## config.mk

```make
export PLATFORM = sky130hd
export DESIGN_NAME = data_memory_arbiter
export DESIGN_NICKNAME = d
export VERILOG_FILES = /design/src/rtl/data_memory_arbiter.sv
export SDC_FILE = /design/constraint.sdc
export NUM_CORES = 1
export LEC_CHECK = 0
export CAP_MARGIN = 0
export CORE_MARGIN = 2
export CORE_UTILIZATION = 39
export DETAILED_ROUTE_END_ITERATION = 10
export GPL_TIMING_DRIVEN = 0
export PLACE_DENSITY_LB_ADDON = 0.2
export SYNTH_ARGS = -nofsm -noshare
export SYNTH_HDL_FRONTEND = slang
export SYNTH_SLANG_ARGS = --single-unit
```

## constraint.sdc

```tcl
create_clock -name i_clock -period 2.6 [get_ports i_clock]
set_input_delay 0.52 -clock i_clock [delete_from_list [all_inputs] [get_ports i_clock]]
set_output_delay 0.52 -clock i_clock [all_outputs]
set_load 0.02 [all_outputs]
```

## src/rtl/data_memory_arbiter.sv

```systemverilog
// Shares one data memory between the CPU MEM stage and a debug dump engine.
// The CPU always wins the read port; the dump waits and counts the cycles it lost.
module data_memory_arbiter #(
  parameter int NB_ADDR  = 10,
  parameter int NB_DATA  = 32,
  parameter int NB_COUNT = 11,
  parameter int NB_STALL = 16
) (
  input  logic                i_clock,
  input  logic                i_reset_n,
  input  logic                i_cpu_read_enable,
  input  logic                i_cpu_write_enable,
  input  logic [NB_ADDR-1:0]  i_cpu_address,
  input  logic [NB_DATA-1:0]  i_cpu_data,
  output logic [NB_DATA-1:0]  o_cpu_data,
  output logic                o_mem_read_enable,
  output logic                o_mem_write_enable,
  output logic [NB_ADDR-1:0]  o_mem_read_address,
  output logic [NB_ADDR-1:0]  o_mem_write_address,
  output logic [NB_DATA-1:0]  o_mem_data,
  input  logic [NB_DATA-1:0]  i_mem_data,
  input  logic                i_dump_start,
  input  logic [NB_ADDR-1:0]  i_dump_base,
  input  logic [NB_COUNT-1:0] i_dump_count,
  output logic [NB_DATA-1:0]  o_dump_data,
  output logic                o_dump_valid,
  input  logic                i_dump_ready,
  output logic                o_dump_busy,
  output logic                o_dump_done,
  output logic [NB_STALL-1:0] o_stall_cycles
);

  typedef enum logic [1:0] {IDLE, READ, HOLD, DONE} state_t;

  state_t              state, state_next;
  logic [NB_ADDR-1:0]  addr;
  logic [NB_COUNT-1:0] remain;
  logic                grant;

  function automatic logic [NB_STALL-1:0] sat_inc(input logic [NB_STALL-1:0] v);
    return (&v) ? v : v + 1'b1;
  endfunction

  assign o_mem_write_enable  = i_cpu_write_enable;
  assign o_mem_write_address = i_cpu_address;
  assign o_mem_data          = i_cpu_data;

  // The dump only sees the read port on cycles the CPU leaves the memory untouched.
  assign grant              = (state == READ) && !i_cpu_read_enable && !i_cpu_write_enable;
  assign o_mem_read_enable  = grant | i_cpu_read_enable;
  assign o_mem_read_address = grant ? addr : i_cpu_address;
  assign o_cpu_data         = i_cpu_read_enable ? i_mem_data : '0;

  assign o_dump_busy = (state != IDLE);
  assign o_dump_done = (state == DONE);

  always_comb begin
    state_next = state;
    case (state)
      IDLE: if (i_dump_start) state_next = (i_dump_count == '0) ? DONE : READ;
      READ: if (grant) state_next = HOLD;
      HOLD: if (i_dump_ready) state_next = (remain == NB_COUNT'(1)) ? DONE : READ;
      DONE: state_next = IDLE;
      default: state_next = IDLE;
    endcase
  end

  always_ff @(posedge i_clock) begin
    if (!i_reset_n) begin
      state          <= IDLE;
      addr           <= '0;
      remain         <= '0;
      o_dump_data    <= '0;
      o_dump_valid   <= 1'b0;
      o_stall_cycles <= '0;
    end else begin
      state <= state_next;
      case (state)
        IDLE: begin
          if (i_dump_start) begin
            addr           <= i_dump_base;
            remain         <= i_dump_count;
            o_stall_cycles <= '0;
          end
        end
        READ: begin
          if (grant) begin
            o_dump_data  <= i_mem_data;
            o_dump_valid <= 1'b1;
          end else begin
            o_stall_cycles <= sat_inc(o_stall_cycles);
          end
        end
        HOLD: begin
          if (i_dump_ready) begin
            o_dump_valid <= 1'b0;
            addr         <= addr + 1'b1;
            remain       <= remain - 1'b1;
          end
        end
        default: ;
      endcase
    end
  end

endmodule

```

==> results of run 1 <==
[what timing repair did]
| item | 4_1_cts | 5_1_grt |
|---|---|---|
| hold buffers | 0 | 0 |
| endpoints found under the setup margin | 12 | 12 |
| gates resized for setup | 25 | 3 |
| setup buffers | 0 | 2 |
[through the flow]
step | instances | setup TNS [ns] | worst slack [ns]
after CTS | 899 | 0 | 0.0250
after detailed placement | 885 | -8.04 | -0.864
after global routing | 901 | -0.00251 | -0.00251
after floorplan | 546 | 0 | 0.181
final | 901 | 0 | 0.0972
after global placement | 885 | -8.08 | -0.893
[kinds of logic after synthesis]
kind of cell,synth area share (%)
adder cells (fa/ha/maj),1.22
flip-flops,35.1
AO/OA/AOI/OAI,20.3
AND/OR/NAND/NOR,29.7
XOR/XNOR,0.213
multiplexers,1.71
buffers and inverters,11.8
[cells in the mapped netlist (all sizes together), types with 7 or more instances]
master  number
nand3       12
a21oi       58
nor2        19
nor4         8
and2        35
inv          9
or3          9
clkbuf      31
nand2      120
nor3         8
o21ai       14
mux2i        7
buf         45
dfxtp       72
a211oi       9
[layer usage]
metal	global-route usage (%)	share of wire (%)
met2	40.8	50
met3	5.47	7.8
met4	6.59	1.3
met1	28.5	40
met5	0	0
[critical path, stage by stage]
cell	delay (ns)
dlygate4sd2_1	0.34
or3_4	0.46
buf_2	0.20
nand2_1	0.08
nand2_1	0.05
dlygate4sd2_1	0.32
[worst min-delay path by stage]
stage	startpoint	end	slack (ns)	depth (start not counted)
final	o_dump_data[29]$_SDFFE_PN0P_	o_dump_data[29]$_SDFFE_PN0P_	0.46	2
after global routing	o_dump_data[9]$_SDFFE_PN0P_	o_dump_data[9]$_SDFFE_PN0P_	0.49	2
after CTS	o_dump_data[8]$_SDFFE_PN0P_	o_dump_data[8]$_SDFFE_PN0P_	0.46	2
after detailed placement	o_dump_data[8]$_SDFFE_PN0P_	o_dump_data[8]$_SDFFE_PN0P_	0.45	2
after global placement	o_dump_data[21]$_SDFFE_PN0P_	o_dump_data[21]$_SDFFE_PN0P_	0.44	2
after floorplan	addr[9]$_SDFFE_PN0P_	addr[9]$_SDFFE_PN0P_	0.45	1
[power by group through the flow]
stage	registers, W	clock network (W)	logic (W)
6_report	0.00123	0.00117	0.000899
2_1_floorplan	0.00126	0	0.000481
4_1_cts	0.00123	0.00119	0.000892
3_5_place_dp	0.00125	0	0.000894
3_3_place_gp	0.00125	0	0.000882
5_1_grt	0.00124	0.00124	0.000968
[layout make-up]
type | instances | share of cell area (%)
plain buffers | 74 | 6.84
inverters | 9 | 0.513
repair buffers | 205 | 30.8
flip-flops and latches | 72 | 21.9
multi-input cells | 389 | 33.4
well taps | 136 | 2.58
clock buffers | 11 | 1.99
clock inverters | 5 | 1.96
[registers in the layout (all words and copies together) (netlist names)]
register	flops
state	2
o_dump_valid	1
addr	10
o_stall_cycles	16
remain	11
o_dump_data	32
==> flow_metrics.tcl, run 1 <==
set metrics [dict create \
    outcome "complete, no violations" \
    ys_seq_area_share_pct 35.1 \
    placed_cell_area_um2 6310 \
    intPower_w 0.00234 \
    fin_worst_skew_ns 0.00953 \
    start_util_pct 40.0 \
    maxSlewViolCount 0 \
    nFillCells 903 \
    track_usage_pct 23.3 \
    grt_overflow 0 \
    hold_viol 0 \
    p_total_w 0.00329 \
    cp-endpoint "o_mem_read_address[9]" \
    setup_viol 0 \
    p_sw_w 0.000956 \
    grt_pass1_vias 4546 \
    ir_drop_v 0.000304 \
    routabilityCongestion 0.884 \
    worst-r2r-cell-count 7 \
    wirelength_um 13700 \
    synth_area_leaders "dfxtp_1, nand2_1, buf_4" \
    power.share.clock_pct 35.4 \
    reg2reg_to "remain[5]$_SDFFE_PN0P_" \
    wl_per_cell_um 15.2 \
    core-area_um2 10300 \
    cts_tree "done" \
    fmax_mhz 400 \
    multi_input_area_um2 2200 \
    ant_nets 0 \
    numClockSinks 72 \
    crit_fanout 10 \
    root_buffer "clkbuf_8" \
    critPathKind "in -> out" \
    hold_ws_ns 0.456 \
    cp.required_ns 2.08 \
    io_buffers 203 \
    seq_area_um2 1440 \
    fin_nets 865 \
    antenna_found_initial 0 \
    netlist_instances 546 \
    startpoint "i_cpu_write_enable" \
    swShare_pct 29.0 \
    reg2reg_slack_ns 0.48 \
    die_x_um 107 \
    synth.top_cell.area_share_pct 35.1 \
    async_reset_ff_share_pct 0 \
    fp.dieH_um 107 \
    r2r-start "state[1]$_SDFFE_PN0P_" \
    area_delta_synth_final_pct 60.4 \
    synth_cell_type_count 55 \
    ctsLongestPathBuffers 2 \
    combPwrFrac_pct 27.3 \
    critPathLaunchType "input pin" \
    min_period_ns 2.50 \
    slew_headroom_pct 46.3 \
    end_kind "primary output" \
    p_leak_nw 2.42 \
    worstPathArrival_ns 1.98 \
    rows 37 \
    fp.dieArea_um2 11400 \
    layout.cells.most_common "clkdlybuf4s50_1" \
    synth-main-ff-cell "dfxtp_1" \
    yosys_warnings 0 \
    syn_area_per_cell_um2 7.52 \
    power.share.sequential_pct 37.3 \
    firstDrtPassIters 5 \
    grt_pass1_wl_um 21900 \
    synth_fp_nets 651 \
    vias 4748 \
    min_period_over_period_pct 96.3 \
    insertion_delay_ns 0.35 \
    synth_enable_flop_cells 0 \
    post-dp-hpwl_um 10600 \
    clk_pin_slew_ns 0.07 \
    drc 0 \
    vias_per_cell 5.27 \
    final_util_pct 64.1 \
    synth.cell_area_um2 4110 \
    power_per_cell_area_nw_per_um2 500 \
    antenna_cells 0 \
    ios 238 \
    drive_gt1_share_pct 10.8 \
    hold_path_class "reg -> reg" \
    yosys.area.top_type "dfxtp_1" \
    ys_ff_latch 72 \
    drtIter0Drc 238 \
    drv_cap 0 \
    grt_max_degree 20 \
    h-tree-depth 3 \
    worstMarginPinSlew_ns 0.797 \
    cts_buffers 9 \
    stdcell_area_um2 6590 \
    final_cell_mix "clkdlybuf4s50_1, nand2_1, dfxtp_1, a21oi_1, buf_4" \
]
(Power assumes the default switching activity.)
==> inputs of run 2 (changes only) <==
Settings changed: CORE_MARGIN 2 to 5, CTS_BUF_LIST from default to sky130_fd_sc_hd__clkbuf_8 sky130_fd_sc_hd__clkbuf_16, GPL_TIMING_DRIVEN 0 to default.
==> run 2 against run 1 <==
  * Critical path depth decreased by 2
  * First-iteration DRC count rose by 1.7%
  * Die area up 12%
  * Final area down 9.8%
==> flow_metrics.tcl, run 2 (synthesized netlist as in run 1, its figures left out) <==
set metrics [dict create \
    grt_overflow 0 \
    start_util_pct 40.0 \
    largest_reg_flops 32 \
    drtIter0Drc 242 \
    setup_ws_ns 0.0529 \
    hold_path_depth 2 \
    crit_fanout 32 \
    fp.dieArea_um2 12700 \
    die_x_um 113 \
    cp_common_cell "clkdlybuf4s50_1" \
    final_cell_mix "clkdlybuf4s50_1, nand2_1, dfxtp_1, a21oi_1, and2_1" \
    fin_worst_skew_ns 0.0104 \
    dp_worst_setup_slack_ns -0.257 \
    crit_chain "clkdlybuf4s50_1, buf_6, and2_1, clkdlybuf4s50_1" \
    ios 238 \
    crit_slowest_cell "clkdlybuf4s50_1" \
    critical-path-max-stage-delay_ns 0.61 \
    post-dp-hpwl_um 10100 \
    critPathKind "in -> out" \
    fmax_mhz 393 \
    worstMarginPinSlew_ns 0.780 \
    vias_per_cell 5.33 \
    io_buffers 173 \
    drive_gt1_share_pct 8.53 \
    track_usage_pct 19.9 \
    grt_pass1_vias 4248 \
    nFillCells 965 \
    rows 37 \
    core-area_um2 10300 \
    hold_viol 0 \
    worstPathArrival_ns 2.03 \
    root_buffer "clkbuf_8" \
    numClockSinks 72 \
    wl_per_cell_um 16.1 \
    cts_buffers 9 \
    fin_nets 780 \
    grt_max_degree 45 \
    firstDrtPassIters 5 \
    ant_nets 0 \
    min_period_ns 2.55 \
    vias 4346 \
    routabilityCongestion 0.848 \
    regMostFlops "o_dump_data" \
    hold_path_class "reg -> reg" \
    grt_pass1_wl_um 20800 \
    drv_cap 0 \
    ir_drop_v 0.000244 \
    final_util_pct 57.8 \
    top_regs "o_dump_data: 32 flops, o_stall_cycles: 16 flops, remain: 11 flops" \
    drc 0 \
    outcome "complete, no violations" \
    clk_pin_slew_ns 0.07 \
    power_per_cell_area_nw_per_um2 485 \
    antenna_found_initial 0 \
    area_delta_synth_final_pct 44.7 \
    maxSlewViolCount 0 \
    critPathLaunchType "input pin" \
    ctsLongestPathBuffers 2 \
    end_kind "primary output" \
    cp.required_ns 2.08 \
    slew_headroom_pct 47.5 \
    p_leak_nw 2.26 \
    setup_viol 0 \
    h-tree-depth 3 \
    layout.cells.most_common "clkdlybuf4s50_1" \
    min_period_over_period_pct 98.0 \
    grt_setup_unrepaired "true" \
    wirelength_um 13200 \
    postCtsSetupBuffers 0 \
    antenna_cells 0 \
    fp.dieH_um 113 \
    cts_tree "done" \
    worst-r2r-cell-count 4 \
    insertion_delay_ns 0.35 \
]
[run 2: cell types whose count changed in the layout (fill, tap and decap cells not counted), sizes merged, moves of 9 or more]
cell,change
clkbuf,-22
dlymetal6s2s,+11
clkdlybuf4s50,-40
dlygate4sd2,-9
buf,-29
[run 2: routing by layer]
layer,routed length [µm],global-route usage [%]
met1,5420,23.3
met5,0,0
met3,844,5.88
met4,180,4.97
met2,6710,35.5
[run 2: layout make-up]
class | instances | area, µm² | share of cell area (%)
multi-input combinational | 389 | 2190 | 36.9
timing repair buffer | 194 | 1910 | 32.1
sequential | 72 | 1440 | 24.3
tap | 136 | 170 | 2.86
clock buffer | 9 | 124 | 2.09
clock inverter | 7 | 70.1 | 1.18
inverter | 9 | 33.8 | 0.569
[run 2: report_power, final]
group          total, W  leakage [nW]  switching (W)  internal (W)
logic          0.000762          1.57       0.000399      0.000363
clock network  0.000891        0.0994       0.000448      0.000443
registers       0.00123         0.586      0.0000635       0.00116
total           0.00288          2.26       0.000910       0.00197
[run 2: timing repair]
action / in CTS / in global routing
gates resized for setup: 12 / 27
hold buffers: 0 / 0
setup endpoints to repair: 15 / 21
[run 2: metrics by stage]
stage | instance area, µm² | TNS [ns] | hold slack, ns | instances | power [W]
CTS | 5940 | 0 | 0.456 | 816 | 0.00290
finish | 5940 | 0 | 0.454 | 816 | 0.00288
detailed placement | 5750 | -2.29 | 0.445 | 800 | 0.00202
global route | 5940 | -0.000847 | 0.476 | 816 | 0.00304
floorplan | 4110 | 0 | 0.446 | 546 | 0.00174
global placement | 5750 | -2.34 | 0.442 | 800 | 0.00201
[run 2: worst max-delay path: cells and delay by family]
| family | cells | cell delay (ns) |
|---|---|---|
| AND/OR/NAND/NOR | 1 | 0.15 |
| buffers and inverters | 3 | 1.35 |
[run 2: worst paths after layout]
kind	end	slack [ns]	startpoint
max	o_cpu_data[13]	0.05	i_cpu_read_enable
min	o_dump_data[20]$_SDFFE_PN0P_	0.45	o_dump_data[20]$_SDFFE_PN0P_
max reg2reg	remain[7]$_SDFFE_PN0P_	0.64	remain[3]$_SDFFE_PN0P_
min reg2reg	o_dump_data[20]$_SDFFE_PN0P_	0.45	o_dump_data[20]$_SDFFE_PN0P_
==> edit: new RTL, flow settings as in run 1 <==
The 4 states of `state_t` get a Gray code encoding in 2 bits.
--- a/src/rtl/data_memory_arbiter.sv
+++ b/src/rtl/data_memory_arbiter.sv
@@ -32,3 +32,3 @@
 
-  typedef enum logic [1:0] {IDLE, READ, HOLD, DONE} state_t;
+  typedef enum logic [1:0] {IDLE = 2'b00, READ = 2'b01, HOLD = 2'b11, DONE = 2'b10} state_t;
 
Function: no difference found for any inputs over 4 cycles, from zero or initial values and one cycle with i_reset_n low; so few cycles prove little.
==> edit against run 1 <==
Count of clock-buffer cells in the layout shrank 2. Sequential cell count stayed put. Clock skew up 5.3 ps. Total power down 9.9%. Final area up 2.5%. Area after synthesis up 4.8%. Register-to-register slack better by 250 ps. Wire length rose by 2.1%. Critical path depth down 2. Synthesized cell count rose by 1.3%. Worst setup slack improved by 20 ps. Via count down 0.13%. Clock power fell by 21%. Sequential share of layout area decreased by 0.54 points. Largest cell class unchanged.
==> edit: results (changes against run 1) <==
[synthesis]
synthAdderAreaFrac_pct=1.16  ; -0.056 points
synth_xor_area_share_pct=0  ; -0.21 points
ys_seq_area_share_pct=33.5  ; -1.6 points
syn_nets=658  ; +1.1%
synthTopCellsByCount=nand2_1, dfxtp_1, buf_4, and2_1, a21boi_0
synth_compound_area_share_pct=21.8  ; +1.5 points
netlist_top_cells_area=dfxtp_1, nand2_1, buf_4
synth_cell_types=57  ; +3.6%
synth.mux.area_fraction_pct=2.59  ; +0.88 points

[power]
swShare_pct=31.9  ; +2.9 points
peakVddDrop_uv=286  ; -6.1%
p_leak_nw=2.60  ; +7.4%

[setup_path]
rr_worst_depth=5  ; -2
r2r-start=o_stall_cycles[0]$_SDFFE_PN0P_
cp-endpoint=o_cpu_data[9]
r2r-end=o_stall_cycles[15]$_SDFFE_PN0P_
r2r_setup_slack_ps=730  ; +250 ps

[placement]
pre_cts_ws_ps=-791  ; +72.5 ps
dp.cells=897  ; +1.4%
place_hpwl_mm=10.8  ; +2.0%
routabilityCongestion=0.877  ; -0.79%

[global_routing]
gr-usage-met1_pct=27.4  ; -1.1 points
grt_pass1_vias=4540  ; -0.13%
grt_pass1_wl_mm=21.7  ; -0.60%
grt_max_degree=15  ; -25%
grt_usage_pct=23.0  ; -0.33 points
use_met2_pct=39.7  ; -1.1 points

[cells_and_area]
num-fill-cells=927  ; +2.7%
nets=873  ; +0.92%
stdcell_count=913  ; +1.3%

[routing]
drt_iter0_markers=195  ; -18%
wl_mm=14.0  ; +2.1%
dr_wl_met2_mm=6.88  ; -0.17%
via_per_inst=5.19  ; -1.4%
wl_met3_mm=1.09  ; +2.5%

[status]
status=finished clean

[timing]
min_period_ps=2480  ; -19.6 ps
skew_ps=14.8  ; +5.26 ps
tightest_slew_ps=881  ; +83.4 ps

[hold_path]
whs_endpoint=o_dump_data[27]$_SDFFE_PN0P_
hold_start=o_dump_data[27]$_SDFFE_PN0P_

[cts]
clk_pin_slew_ps=90  ; +20 ps

[floorplan]
start_util_pct=39.9  ; -0.088 points

edit: worst max-delay path: stages:
cell and delay (ps):
clkdlybuf4s15_2 330, clkbuf_1 330, and2_1 180, clkdlybuf4s50_1 610
edit: power by group through the flow:
stage | Sequential [W] | Clock (W) | Combinational [W]
2_1_floorplan | 0.00124 | 0 | 0.000419
3_3_place_gp | 0.00123 | 0 | 0.000815
3_5_place_dp | 0.00123 | 0 | 0.000825
4_1_cts | 0.00121 | 0.000949 | 0.000825
5_1_grt | 0.00121 | 0.000991 | 0.000889
6_report | 0.00121 | 0.000929 | 0.000828
edit: cell type report:
cell class              instances  area, sq um  share of cell area [%]
flip-flops and latches         72         1440                    21.4
clock inverters                 7         78.8                    1.17
clock buffers                   9          124                    1.83
repair buffers                204         2030                    30.1
plain buffers                  77          478                    7.08
well taps                     140          175                    2.59
multi-input cells             395         2390                    35.4
inverters                       9         33.8                   0.500
edit: repair_timing:
| item | CTS | global route |
|---|---|---|
| endpoints found under the setup margin | 40 | 12 |
| resized for setup | 29 | 6 |
| hold buffers | 0 | 0 |
edit: cell families (layout without fill, tap and decap cells):
group	after synthesis	in the layout
multiplexers	11	11
buffers and inverters	86	306
AO/OA/AOI/OAI	129	129
adder cells (fa/ha/maj)	4	4
flip-flops	72	72
AND/OR/NAND/NOR	251	251
edit: stage by stage:
step	instance area, sq um	setup TNS (ps)	util (%)	total power, W	hold WS (ps)
after global routing	6760	0	62.6	0.00309	484
after floorplan	4300	0	-	0.00166	454
after global placement	6520	-14840	60.4	0.00204	441
after CTS	6740	0	62.5	0.00298	459
after detailed placement	6520	-15510	60.4	0.00206	446
final	6760	0	62.6	0.00297	458
